===== config.mk =====
export PLATFORM = sky130hd
export DESIGN_NAME = io_gpio_port
export DESIGN_NICKNAME = d
export VERILOG_FILES = /design/src/rtl/io_gpio_port.sv
export SDC_FILE = /design/constraint.sdc
export NUM_CORES = 1
export LEC_CHECK = 0
export ABC_AREA = 1
export ABC_CLOCK_PERIOD_IN_PS = 2480
export CORE_ASPECT_RATIO = 0.75
export CORE_UTILIZATION = 54
export CTS_BUF_LIST = sky130_fd_sc_hd__clkbuf_16
export DETAILED_ROUTE_END_ITERATION = 7
export GPL_TIMING_DRIVEN = 0
export MAX_ROUTING_LAYER = met4
export PLACE_DENSITY_LB_ADDON = 0.08
export SKIP_LAST_GASP = 1
export SLEW_MARGIN = 10
export SYNTH_ARGS = -nofsm -noshare
export SYNTH_HDL_FRONTEND = slang
export SYNTH_SLANG_ARGS = --single-unit

===== constraint.sdc =====
create_clock -name clk -period 2.48 [get_ports clk]
set_clock_uncertainty 0.1 [all_clocks]
set_input_delay 0.496 -clock clk [delete_from_list [all_inputs] [get_ports clk]]
set_output_delay 0.496 -clock clk [all_outputs]
set_load 0.01 [all_outputs]

===== src/rtl/io_gpio_port.sv =====
// io_gpio_port: memory-mapped 8-bit output port on the FemtoRV32 data bus.
// Decodes IO-page accesses (mem_addr[22]) and holds port_a. Supports set/clear/toggle
// writes and a blink engine that toggles BLINK_EN bits every BLINK_DIV cycles.
//
// Ports:
//   clk        system clock
//   reset      asynchronous active-low reset
//   mem_addr   byte address; bit 22 selects, bits 4:2 index the register
//   mem_wdata  write data
//   mem_wmask  byte write enables; nonzero means write
//   mem_rstrb  read strobe
//   mem_rdata  registered read data, held between selected reads
//   mem_rbusy  always 0
//   mem_wbusy  always 0
//   port_a     registered port output
module io_gpio_port #(
   parameter logic [7:0]  PORT_RESET = 8'h00,
   parameter logic [23:0] DIV_RESET  = 24'd0
) (
   input  logic        clk,
   input  logic        reset,
   input  logic [31:0] mem_addr,
   input  logic [31:0] mem_wdata,
   input  logic [3:0]  mem_wmask,
   input  logic        mem_rstrb,
   output logic [31:0] mem_rdata,
   output logic        mem_rbusy,
   output logic        mem_wbusy,
   output logic [7:0]  port_a
);

   logic [7:0]  port_q, port_d;
   logic [7:0]  en_q, en_d;
   logic [23:0] div_q, div_d;
   logic [23:0] cnt_q, cnt_d;
   logic [7:0]  ticks_q, ticks_d;
   logic [31:0] rdata_q, rdata_d;

   logic        sel, wr, wr8, div_wr, tick;
   logic [2:0]  idx;
   logic [23:0] div_new;

   logic unused_bits;
   assign unused_bits = ^{mem_addr[31:23], mem_addr[21:5], mem_addr[1:0], mem_wdata[31:24]};

   assign sel    = mem_addr[22];
   assign idx    = mem_addr[4:2];
   assign wr     = sel & (|mem_wmask);
   assign wr8    = wr & mem_wmask[0];
   assign div_wr = wr & (idx == 3'd5);

   // A tick coinciding with a BLINK_DIV write is suppressed entirely.
   assign tick = (div_q != 24'd0) & (cnt_q == 24'd0) & ~div_wr;

   always_comb begin
      div_new = div_q;
      if (mem_wmask[0]) div_new[7:0]   = mem_wdata[7:0];
      if (mem_wmask[1]) div_new[15:8]  = mem_wdata[15:8];
      if (mem_wmask[2]) div_new[23:16] = mem_wdata[23:16];
   end

   always_comb begin
      port_d  = port_q;
      en_d    = en_q;
      div_d   = div_q;
      cnt_d   = cnt_q;
      ticks_d = ticks_q;
      rdata_d = rdata_q;

      // Blink toggle first; a CPU write to port_a below overrides it.
      if (tick) begin
         port_d  = port_q ^ en_q;
         ticks_d = ticks_q + 8'd1;
      end

      if (wr8) begin
         case (idx)
            3'd0:    port_d = mem_wdata[7:0];
            3'd1:    port_d = port_q | mem_wdata[7:0];
            3'd2:    port_d = port_q & ~mem_wdata[7:0];
            3'd3:    port_d = port_q ^ mem_wdata[7:0];
            3'd4:    en_d   = mem_wdata[7:0];
            default: ;
         endcase
      end

      if (wr & (idx == 3'd6)) ticks_d = 8'd0;

      if (div_wr) begin
         div_d = div_new;
         cnt_d = (div_new == 24'd0) ? 24'd0 : div_new - 24'd1;
      end else if (div_q == 24'd0) begin
         cnt_d = 24'd0;
      end else if (cnt_q == 24'd0) begin
         cnt_d = div_q - 24'd1;
      end else begin
         cnt_d = cnt_q - 24'd1;
      end

      // Reads capture pre-update register contents.
      if (sel & mem_rstrb) begin
         case (idx)
            3'd0:    rdata_d = {24'd0, port_q};
            3'd4:    rdata_d = {24'd0, en_q};
            3'd5:    rdata_d = {8'd0, div_q};
            3'd6:    rdata_d = {24'd0, ticks_q};
            default: rdata_d = 32'd0;
         endcase
      end
   end

   always_ff @(posedge clk or negedge reset) begin
      if (!reset) begin
         port_q  <= PORT_RESET;
         en_q    <= 8'd0;
         div_q   <= DIV_RESET;
         cnt_q   <= 24'd0;
         ticks_q <= 8'd0;
         rdata_q <= 32'd0;
      end else begin
         port_q  <= port_d;
         en_q    <= en_d;
         div_q   <= div_d;
         cnt_q   <= cnt_d;
         ticks_q <= ticks_d;
         rdata_q <= rdata_d;
      end
   end

   assign port_a    = port_q;
   assign mem_rdata = rdata_q;
   assign mem_rbusy = 1'b0;
   assign mem_wbusy = 1'b0;

endmodule


Yosys cells after proc, flatten, opt, wreduce, memory -nomap -nowiden
Cells that the tools add are included.

Output and inout bits: 42. Flip-flop bits (word level): 104. Word-level logic and storage cells: 50. Input port bits: 71.

Bitwise logic cells: 13. Reductions and logical operators: 8. Add/sub/neg operators: 4. Muxes and demuxes: 13. Equality and inequality tests: 6.

Operators by type and width (count): two-way mux 24 bit (4); one-hot mux 24 bit (4 select lines) (1); logical NOT 24 bit (3); subtractor 24 x 1 -> 24 bit (second input constant) (3); two-way mux 8 bit (7); one-hot mux 8 bit (4 select lines) (1); nonzero test 24 bit (1); bitwise XOR 8 bit (2); equality test 3 bit (second input constant) (3); adder 8 x 1 -> 8 bit (second input constant) (1); bitwise AND 8 bit (1); inverter 8 bit (1); OR 8 bit (1); bitwise AND 1 bit (7); equality test 3 x 2 -> 1 bit (second input constant) (2); OR reduction 4 bit (1); equality test 3 x 1 -> 1 bit (second input constant) (1); logical NOT 3 bit (1); AND reduction 2 bit (1); nonzero test 2 bit (1); inverter 1 bit (1).

Longest topological paths before layout
Gate-level depths: netlist (run 1).

Word-level depth: 8. Gate-level depth with buffers: 16. Depth with buffers taken out: 15.

Worst setup path before layout (run 1)
Ideal clock, no wire load.

Path kind: input-to-reg. Start: in mem_wmask[0]. End: reg cnt_q[4]. Data arrival time: 2.163 ns. Slack: 0.090 ns. Cell stages on the path: 14. Setup time: 0.127 ns. Path buffers: 3. Data required time: 2.253 ns. Path through: buf_6 > buf_6 > o21ai_2 > ha_1 > inv_1 > nor2_1 > nand3_2 > nor2_4 > nand3_4 > clkinv_2 > nand3_2 > o21ai_4 > buf_6 > o22ai_1.

Word-level cells in the longest chain between the ends: 4. Elaborated cells on any way between the ends: 8. Those cells by class: 1 x add/sub; 3 x mux; 2 x bitwise; 2 x reduce/logical.

RTL lines: from (decl) (line 24) `input logic [3:0] mem_wmask,`; two-way mux 8 bit / OR reduction 4 bit (equally long branches) (line 57, 48); subtractor 24 x 1 -> 24 bit (tied with other cells) (line 91) `cnt_d = (div_new == 24'd0) ? 24'd0 : div_new - 24'd1;`; two-way mux 24 bit / bitwise AND 1 bit (equally long branches) (line 91, 50); two-way mux 24 bit * (line 89) `if (div_wr) begin`; via cnt_d[4] (line 35) `logic [23:0] cnt_q, cnt_d;`; to (signal assigned) (line 124) `cnt_q <= cnt_d;`; to (decl) (line 35).

The timed path passes the listed nets; every way through them passes the cells marked *. A chain may end at the register's enable or synchronous reset.

Worst setup path in the final report (run 1)
Start: in mem_wdata[0]. End: reg cnt_q[0].

Word-level cells in the longest chain between the ends: 4. Elaborated cells on any way between the ends: 5. Those cells by class: 1 x add/sub; 3 x mux; 1 x reduce/logical.

RTL lines: from (decl) (line 23) `input logic [31:0] mem_wdata,`; two-way mux 8 bit * (line 57) `if (mem_wmask[0]) div_new[7:0] = mem_wdata[7:0];`; subtractor 24 x 1 -> 24 bit / logical NOT 24 bit (equally long branches) (line 91); two-way mux 24 bit * (line 91); two-way mux 24 bit * (line 89); via cnt_d[0] (line 35).

Marked as above.

==> impl_metrics.json, run 1 <==
{
  "numCtsBuffers": 9,
  "yosysSeqAreaShare_pct": 36.15,
  "tns_ns": 0,
  "synthCells": 934,
  "cts_tree": "yes",
  "clkTransAtPathRegs_ns": 0.07,
  "antenna_cells": 0,
  "first_pass_iters": 5,
  "drt-initial-drc-count": 716,
  "cp_slowest_cell": "dlygate4sd2_1",
  "power_frac_seq_pct": 36.4,
  "grt_most_used_layer": "met1",
  "start_util_pct": 56.39,
  "grt_pass1_wl_um": 32310,
  "cts_root_buf": "clkbuf_16",
  "antenna_found_initial": 0,
  "critPathMaxStageDelay_ns": 0.27,
  "switching_share_pct": 41.92,
  "critPathCaptureType": "flip-flop",
  "internal_power_w": 0.003448,
  "syn_area_mm2": 0.006645,
  "critPathRequiredTime_ns": 2.62,
  "drv_slew": 0,
  "p_per_area_mw_per_mm2": 728.6,
  "yosys_register_bits": 96,
  "gp_congestion": 0.9926,
  "synth_edf_count": 0,
  "cap_violations": 0,
  "finalHoldViolCount": 0,
  "post-route-min-period_ns": 2.451,
  "met2_usage_pct": 46.89,
  "dp_hpwl_um": 15370,
  "slew_headroom_pct": 23.27,
  "clock_latency_ns": 0.36,
  "final_nets": 1130,
  "die_x_um": 130.1,
  "grt_pass1_vias": 6081,
  "clock_tree.buffer_depth": 2,
  "power_leakage_nw": 3.890,
  "drc": 0,
  "syn_avg_cell_area_um2": 7.115,
  "finalSetupViolCount": 0,
  "post-route-util_pct": 69.15,
  "worstSetupPathType": "in -> reg",
  "tightest_slew_ns": 1.142,
  "p_clk_share_pct": 23.8,
  "ir_worst_vdd_uv": 344.7,
  "cp_max_fo": 4,
  "dr_total_vias": 6786,
  "routed_wl_um": 20450,
  "switching_power_w": 0.002489,
  "io_pins": 113,
  "layout-drive-gt1-share_pct": 13.77,
  "synth.distinct_cells": 43,
  "grt_overflow": 0,
  "final_cells": 1208,
  "antenna_left": 0,
  "via_per_inst": 5.618,
  "port-buffer-count": 63,
  "place_area_mm2": 0.007537,
  "crit_chain": "dlygate4sd2_1 -> inv_2 -> nand2_2 -> o21ai_4 -> ha_2 -> inv_2 -> nor2_2 -> nand3_2 -> nor2_4 -> nand3_4 -> clkinv_4 -> nand3_4 -> o21ai_4 -> clkinvlp_4 -> nand2_2 -> nand2_1",
  "n_fill_cell": 1039,
  "place_inst": 1169,
  "setup.worst_path.start_class": "input port",
  "die_y_um": 98.07,
  "cp.arrival_ns": 2.59,
  "synthArstFlopShare_pct": 100.0,
  "gr-usage-met3_pct": 7.890,
  "use_met1_pct": 51.88,
  "p_comb_share_pct": 39.8,
  "p_total_w": 0.005937,
  "fp-row-count": 34,
  "fin_crit_sh_pct": 98.81,
  "cts.sinks": 96,
  "track_usage_pct": 34.55,
  "design_area_mm2": 0.008149,
  "yosys_warnings": 0,
  "core_mm2": 0.01178,
  "routedWlPerCell_um": 16.93,
  "min_path_type": "in -> async",
  "max_freq_ghz": 0.4081,
  "grt_max_degree": 59,
  "die_area_mm2": 0.01276,
  "ys.flop_type": "dfrtp_1",
  "status": "finished, final reports clean",
  "area_growth_pct": 22.63,
  "h-tree-depth": 3,
  "rsz0062_at_grt": "true"
}
-- cell type report --
type,instances,area [µm²],share of cell area [%]
plain buffers,39,245.2,3.009
clock buffers,9,225.2,2.764
clock inverters,7,73.82,0.9059
inverters,135,518.0,6.357
multi-input cells,673,3638,44.65
flip-flops and latches,96,2404,29.49
well taps,162,202.7,2.487
repair buffers,86,834.6,10.24
repair inverters,1,7.507,0.09212
-- through the flow --
step / hold WS, ns / setup WS [ns]
after global routing: 0.04245 / -0.02260
after floorplan: 0.1004 / 0.09005
after detailed placement: 0.3648 / -0.6296
after CTS: 0.01996 / 0.01028
final: 0.007149 / 0.02946
after global placement: 0.3639 / -2.839
-- critical path, delay by kind of cell --
| kind | cells | cell delay (ns) |
|---|---|---|
| adder cells (fa/ha/maj) | 1 | 0.22 |
| buffers and inverters | 5 | 0.72 |
| AND/OR/NAND/NOR | 8 | 0.84 |
| AO/OA/AOI/OAI | 2 | 0.31 |
-- flip-flops by register name (all words and copies together) (netlist names) --
signal,flops
port_a,8
en_q,8
cnt_q,24
ticks_q,8
mem_rdata,24
div_q,24
-- metal layers --
layer	up-vias	share of wire (%)	wire [µm]
met5	-	0	0
met1	3163	47	9647
met2	367	41	8375
li1	3233	-	-
met4	0	1.2	236
met3	23	11	2193
-- cell usage in the layout, fill, tap and decap left out, types with 17 or more instances in the layout --
master           count
o21ai_0             67
nor2_1              72
nand2_1            251
nand4_1             33
a21oi_1             18
inv_1              124
nand3_1             46
dfrtp_1             95
clkdlybuf4s50_1     60
buf_4               34
ha_1                17
xor2_1              24
-- power by group through the flow --
| stage | Combinational [W] | Clock (W) | Sequential [W] |
|---|---|---|---|
| 2_1_floorplan | 0.00148 | 0 | 0.00213 |
| 3_3_place_gp | 0.00212 | 0 | 0.00217 |
| 3_5_place_dp | 0.00216 | 0 | 0.00218 |
| 4_1_cts | 0.00218 | 0.00142 | 0.00215 |
| 5_1_grt | 0.00262 | 0.00148 | 0.00220 |
| 6_report | 0.00236 | 0.00141 | 0.00216 |
-- kinds of logic after synthesis --
family	share of synthesized area, %
muxes	0.6778
AOI/OAI and AO/OA	13.41
and+or+nand+nor	31.24
adders and majority gates	3.389
buffers and inverters	11.26
other	0.05643
DFF	36.15
xor gates and xnor gates	3.822
-- worst paths after layout --
| check | end | depth (start not counted) | start | slack (ns) |
|---|---|---|---|---|
| worst max register to register | cnt_q[0] | 13 | div_q[1] | 0.05 |
| min in group clk | mem_rdata[0] | 2 | mem_rdata[0] | 0.38 |
| max in group asynchronous | div_q[0] | 2 | reset | 1.57 |
| worst max-delay path | cnt_q[0] | 16 | mem_wdata[0] | 0.03 |
| worst min-delay path | mem_rdata[5] | 1 | reset | 0.007 |
| worst min register to register | mem_rdata[0] | 2 | mem_rdata[0] | 0.38 |
-- synth_stat cells (6+ instances only) --
cell / n / share of area (%)
nand2_1: 258 / 15
inv_1: 129 / 7.3
dfrtp_1: 96 / 36
nor2_1: 80 / 4.5
o21ai_0: 67 / 5.0
nand3_1: 48 / 3.6
nand4_1: 33 / 3.1
xor2_1: 24 / 3.2
a21oi_1: 18 / 1.4
ha_1: 18 / 3.4
o31ai_1: 16 / 1.8
o21ai_1: 15 / 1.1
buf_4: 14 / 1.6
nor2_2: 13 / 1.2
clkbuf_1: 12 / 0.68
buf_2: 9 / 0.68
nor3_1: 9 / 0.68
o2111ai_1: 8 / 1.1
nor2_4: 6 / 1.0
-- repair_timing --
item / CTS / global route
pin swaps: 5 / 15
hold buffers: 0 / 0
buffers inserted: 6 / 15
setup endpoints to repair: 45 / 45
cloned: 2 / 0
gates resized for setup: 15 / 28
Note: power is estimated with default switching activity, not from simulation.
==> run 2, diff against run 1 <==
- CORE_MARGIN: default -> 4
- CORE_UTILIZATION: 54 -> 51
==> impl_metrics.json, run 2 (synthesized netlist as in run 1, its figures left out) <==
{
  "grt_pass1_wl_um": 31620,
  "port-buffer-count": 63,
  "min_path_type": "in -> async",
  "met1_length_um": 10020,
  "fp-row-count": 35,
  "h-tree-depth": 3,
  "cp.arrival_ns": 2.58,
  "r2r_cells": 10,
  "routedWlPerCell_um": 16.82,
  "worstSetupPathType": "in -> reg",
  "max_freq_ghz": 0.4107,
  "first_pass_iters": 5,
  "post-route-util_pct": 64.64,
  "r2r_end": "port_a[4]",
  "setup.worst_path.start_class": "input port",
  "antenna_cells": 0,
  "finalHoldViolCount": 0,
  "grt_pass1_vias": 5764,
  "p_clk_share_pct": 24.6,
  "p_comb_share_pct": 39.0,
  "track_usage_pct": 27.72,
  "ff_latch_area_mm2": 0.002402,
  "die_area_mm2": 0.01494,
  "antenna_found_initial": 0,
  "cts_tree": "yes",
  "die_x_um": 139.8,
  "cts.sinks": 96,
  "clock_latency_ns": 0.35,
  "status": "finished, final reports clean",
  "hold_buffers": 0,
  "cap_violations": 0,
  "multi_input_area_mm2": 0.003645,
  "r2r_slack_ns": 0.05,
  "core_mm2": 0.01252,
  "met3_length_um": 2017,
  "power_leakage_nw": 3.881,
  "clock_tree.buffer_depth": 2,
  "die_y_um": 106.9,
  "final_nets": 1121,
  "io_pins": 113,
  "gp_congestion": 0.9992,
  "mostFrequentLayoutCells": "252 x nand2_1, 125 x inv_1, 96 x dfrtp_1",
  "start_util_pct": 53.06,
  "rsz0062_at_grt": "true",
  "layout_commonest_cell": "nand2_1",
  "tightest_slew_ns": 0.7313,
  "power_frac_seq_pct": 36.4,
  "dp_hpwl_um": 15760,
  "grt_max_degree": 54,
  "n_fill_cell": 1167,
  "critPathRequiredTime_ns": 2.62,
  "routed.top_layer": "met4",
  "finalSetupViolCount": 0,
  "fin_crit_sh_pct": 98.19,
  "drc": 0,
  "design_area_mm2": 0.008095,
  "antenna_left": 0,
  "switching_power_w": 0.002420,
  "via_per_inst": 5.461,
  "grt_overflow": 0,
  "critPathCaptureType": "flip-flop",
  "clkTransAtPathRegs_ns": 0.07,
  "internal_power_w": 0.003501,
  "routed_wl_um": 20240,
  "met2_length_um": 7965,
  "cts_root_buf": "clkbuf_16",
  "ir_worst_vdd_uv": 371.4,
  "drv_slew": 0,
  "numCtsBuffers": 9,
  "r2r_start": "cnt_q[17]",
  "p_total_w": 0.005921,
  "p_per_area_mw_per_mm2": 731.4,
  "drt-initial-drc-count": 713,
  "startpoint": "mem_addr[4]",
  "layout-drive-gt1-share_pct": 12.34,
  "slew_headroom_pct": 51.25,
  "post-route-min-period_ns": 2.435,
  "area_growth_pct": 21.82,
  "place_area_mm2": 0.007542,
  "dr_total_vias": 6569,
  "switching_share_pct": 40.87,
  "cp_max_fo": 8
}
run 2: repair_timing:
action	in CTS	in global routing
setup endpoints to repair	45	54
gates cloned	1	0
pin swaps	6	8
gates resized for setup	15	29
buffers inserted	8	5
run 2: power groups by stage:
stage	Clock (W)	Combinational [W]	Sequential, W
after global routing	0.00153	0.00256	0.00220
after global placement	0	0.00214	0.00216
after CTS	0.00147	0.00219	0.00214
final	0.00146	0.00231	0.00215
after detailed placement	0	0.00217	0.00217
after floorplan	0	0.00148	0.00213
run 2: area by class of cell:
cell class	count	share of cell area (%)
multi-input cells	673	45.02
flip-flops and latches	96	29.68
repair buffers	78	9.614
inverters	135	6.352
plain buffers	39	3.014
clock buffers	9	2.782
well taps	166	2.566
clock inverters	7	0.9737
run 2: layer usage:
layer	track usage [%]	up-vias
met2	36.31	293
met5	-	-
met1	43.59	3048
met3	6.465	20
li1	-	3208
met4	4.703	0
run 2: worst max-delay path by stage:
stage | to | slack [ns] | depth (start not counted)
global route | cnt_q[22] | -0.1 | 13
detailed placement | cnt_q[18] | -0.71 | 16
CTS | cnt_q[7] | 0.02 | 12
global placement | ticks_q[1] | -2.93 | 1
finish | cnt_q[7] | 0.04 | 9
floorplan | cnt_q[4] | 0.09 | 14
run 2: worst max-delay path, cell delays in order:
cell and delay [ns]:
clkdlybuf4s50_1 0.60, inv_2 0.11, nor3_4 0.24, nand3_4 0.21
inv_1 0.31, o21ai_4 0.11, buf_12 0.15, buf_6 0.11
o21ai_0 0.23
run 2: per-stage QoR:
step | hold WS (ns) | worst slack [ns] | std cells | setup TNS, ns
2_1_floorplan | 0.1004 | 0.09005 | 943 | 0
6_report | 0.09589 | 0.04486 | 1203 | 0
3_3_place_gp | 0.3646 | -2.926 | 1172 | -309.54
5_1_grt | 0.1569 | -0.09534 | 1203 | -0.3044
4_1_cts | 0.1259 | 0.01599 | 1198 | 0
3_5_place_dp | 0.3709 | -0.7084 | 1173 | -30.86
==> run 3, diff against run 2 <==
- CELL_PAD_IN_SITES_DETAIL_PLACEMENT: default -> 0
- CELL_PAD_IN_SITES_GLOBAL_PLACEMENT: default -> 2
- CORE_UTILIZATION: 51 -> 30
==> impl_metrics.json, run 3 (synthesized netlist as in run 1, its figures left out) <==
{
  "status": "finished, final reports clean",
  "grt_max_degree": 56,
  "via_per_inst": 4.744,
  "grt_pass1_wl_um": 36770,
  "critPathMaxStageDelay_ns": 0.42,
  "ir_worst_vdd_uv": 472.3,
  "fp-row-count": 46,
  "cts_tree": "yes",
  "cap_violations": 0,
  "crit_chain": "clkdlybuf4s50_1 -> nand2_1 -> o21ai_0 -> nor2_1 -> nand2_1 -> nor2_4 -> nand3_4 -> inv_4 -> nand3_2 -> o21ai_4 -> buf_12 -> buf_4 -> o21ai_0",
  "post-route-util_pct": 38.79,
  "cp_slowest_cell": "clkdlybuf4s50_1",
  "grt_pass1_vias": 5898,
  "tightest_slew_ns": 0.7322,
  "drv_slew": 0,
  "dp_slack_ns": -0.7410,
  "cts.sinks": 96,
  "start_util_pct": 30.95,
  "finalSetupViolCount": 0,
  "core_mm2": 0.02147,
  "cp_max_fo": 6,
  "die_area_mm2": 0.02462,
  "drc": 0,
  "worstSetupPathType": "in -> reg",
  "cts_root_buf": "clkbuf_16",
  "startpoint": "mem_wdata[9]",
  "numCtsBuffers": 9,
  "cp.buffers_inverters": 4,
  "routed_wl_um": 24170,
  "drt-initial-drc-count": 411,
  "clkTransAtPathRegs_ns": 0.08,
  "r2r_start": "cnt_q[10]",
  "critPathRequiredTime_ns": 2.61,
  "worst_slack_ns": 0.07475,
  "p_per_area_mw_per_mm2": 734.9,
  "min_path_type": "reg -> reg",
  "antenna_left": 0,
  "slew_headroom_pct": 50.92,
  "die_y_um": 136.9,
  "gp_congestion": 0.8413,
  "setup.worst_path.start_class": "input port",
  "first_pass_iters": 5,
  "track_usage_pct": 20.36,
  "routedWlPerCell_um": 18.14,
  "die_x_um": 179.9,
  "post-route-min-period_ns": 2.405,
  "dp_hpwl_um": 18770,
  "rsz0062_at_grt": "true",
  "antenna_cells": 0,
  "antenna_found_initial": 0,
  "clock_latency_ns": 0.36,
  "h-tree-depth": 3,
  "mostFrequentLayoutCells": "247 x nand2_1, 122 x inv_1, 96 x dfrtp_1",
  "critPathCaptureType": "flip-flop",
  "grt_overflow": 0,
  "tns_ns": 0,
  "clock_tree.buffer_depth": 2,
  "layout_commonest_cell": "nand2_1",
  "worstHoldStart": "mem_rdata[1]",
  "cp.arrival_ns": 2.54,
  "port-buffer-count": 63,
  "io_pins": 113,
  "n_fill_cell": 2282,
  "max_freq_ghz": 0.4158,
  "area_growth_pct": 25.31,
  "finalHoldViolCount": 0,
  "fin_crit_sh_pct": 96.99,
  "critPathTopFamily": "buffers and inverters",
  "power_leakage_nw": 3.933,
  "layout-drive-gt1-share_pct": 14.08,
  "final_nets": 1128,
  "dr_total_vias": 6319
}
==> run 3: cell count changes in the layout (fill, tap and decap cells not counted), moves of 3 or more <==
| cell | before | now |
|---|---|---|
| nand2_2 | 9 | 14 |
| buf_4 | 26 | 29 |
| nand2_1 | 252 | 247 |
| inv_1 | 125 | 122 |
| o21ai_2 | 3 | 7 |
| clkdlybuf4s50_1 | 60 | 57 |
==> run 3: worst min-delay path: stages (launching register included) <==
cell,delay (ns)
dfrtp_1,0.35
nand2_1,0.05
nand2_1,0.05
==> run 3: per-layer routing <==
metal / part of all wire, % / vias up / GRT usage, %
met1: 60 / 2925 / 35.23
met4: 0.67 / 0 / 3.173
met2: 35 / 160 / 23.64
met3: 4.7 / 10 / 3.029
li1: - / 3224 / -
met5: 0 / - / -
==> run 3: final timing paths <==
path,to,slack (ns),cells after the start
max,cnt_q[7],0.07,13
min,mem_rdata[1],0.38,2
max reg2reg,port_a[6],0.11,10
min reg2reg,mem_rdata[1],0.38,2
max in group asynchronous,div_q[11],1.10,3
min in group asynchronous,port_a[5],0.53,2
==> run 3: power by group <==
part           switching (W)  leakage, nW  internal (W)  total (W)
combinational        0.00159         2.56      0.000830    0.00242
clock               0.000732        0.154      0.000807    0.00154
sequential          0.000264         1.22       0.00190    0.00216
total                0.00258         3.93       0.00354    0.00612
==> run 3: metrics by stage <==
step	instances	area, µm²	hold slack (ns)	power (W)
6_report	1332	8327	0.3821	0.006119
4_1_cts	1326	8170	0.3906	0.006068
2_1_floorplan	943	6679	0.1004	0.003614
3_3_place_gp	1294	7670	0.3685	0.004475
5_1_grt	1332	8327	0.4260	0.006555
3_5_place_dp	1295	7699	0.3587	0.004464
==> run 3: final cells by class <==
type	count	area, µm²	area share, %
Clock inverter	7	83.83	1.007
Timing Repair inverter	1	7.507	0.09016
Inverter	135	515.5	6.191
Buffer	39	256.5	3.080
Timing Repair Buffer	84	825.8	9.917
Clock buffer	9	225.2	2.705
Multi-Input combinational cell	673	3650	43.83
Tap cell	288	360.3	4.328
Sequential cell	96	2402	28.85
==> run 3: what timing repair did <==
action / in CTS / in global routing
hold buffers: 1 / 0
pin swaps: 7 / 16
setup buffers: 12 / 6
setup endpoints to repair: 50 / 46
gates resized for setup: 19 / 39
hold endpoints to repair: 41 / 0
gates cloned: 2 / 0
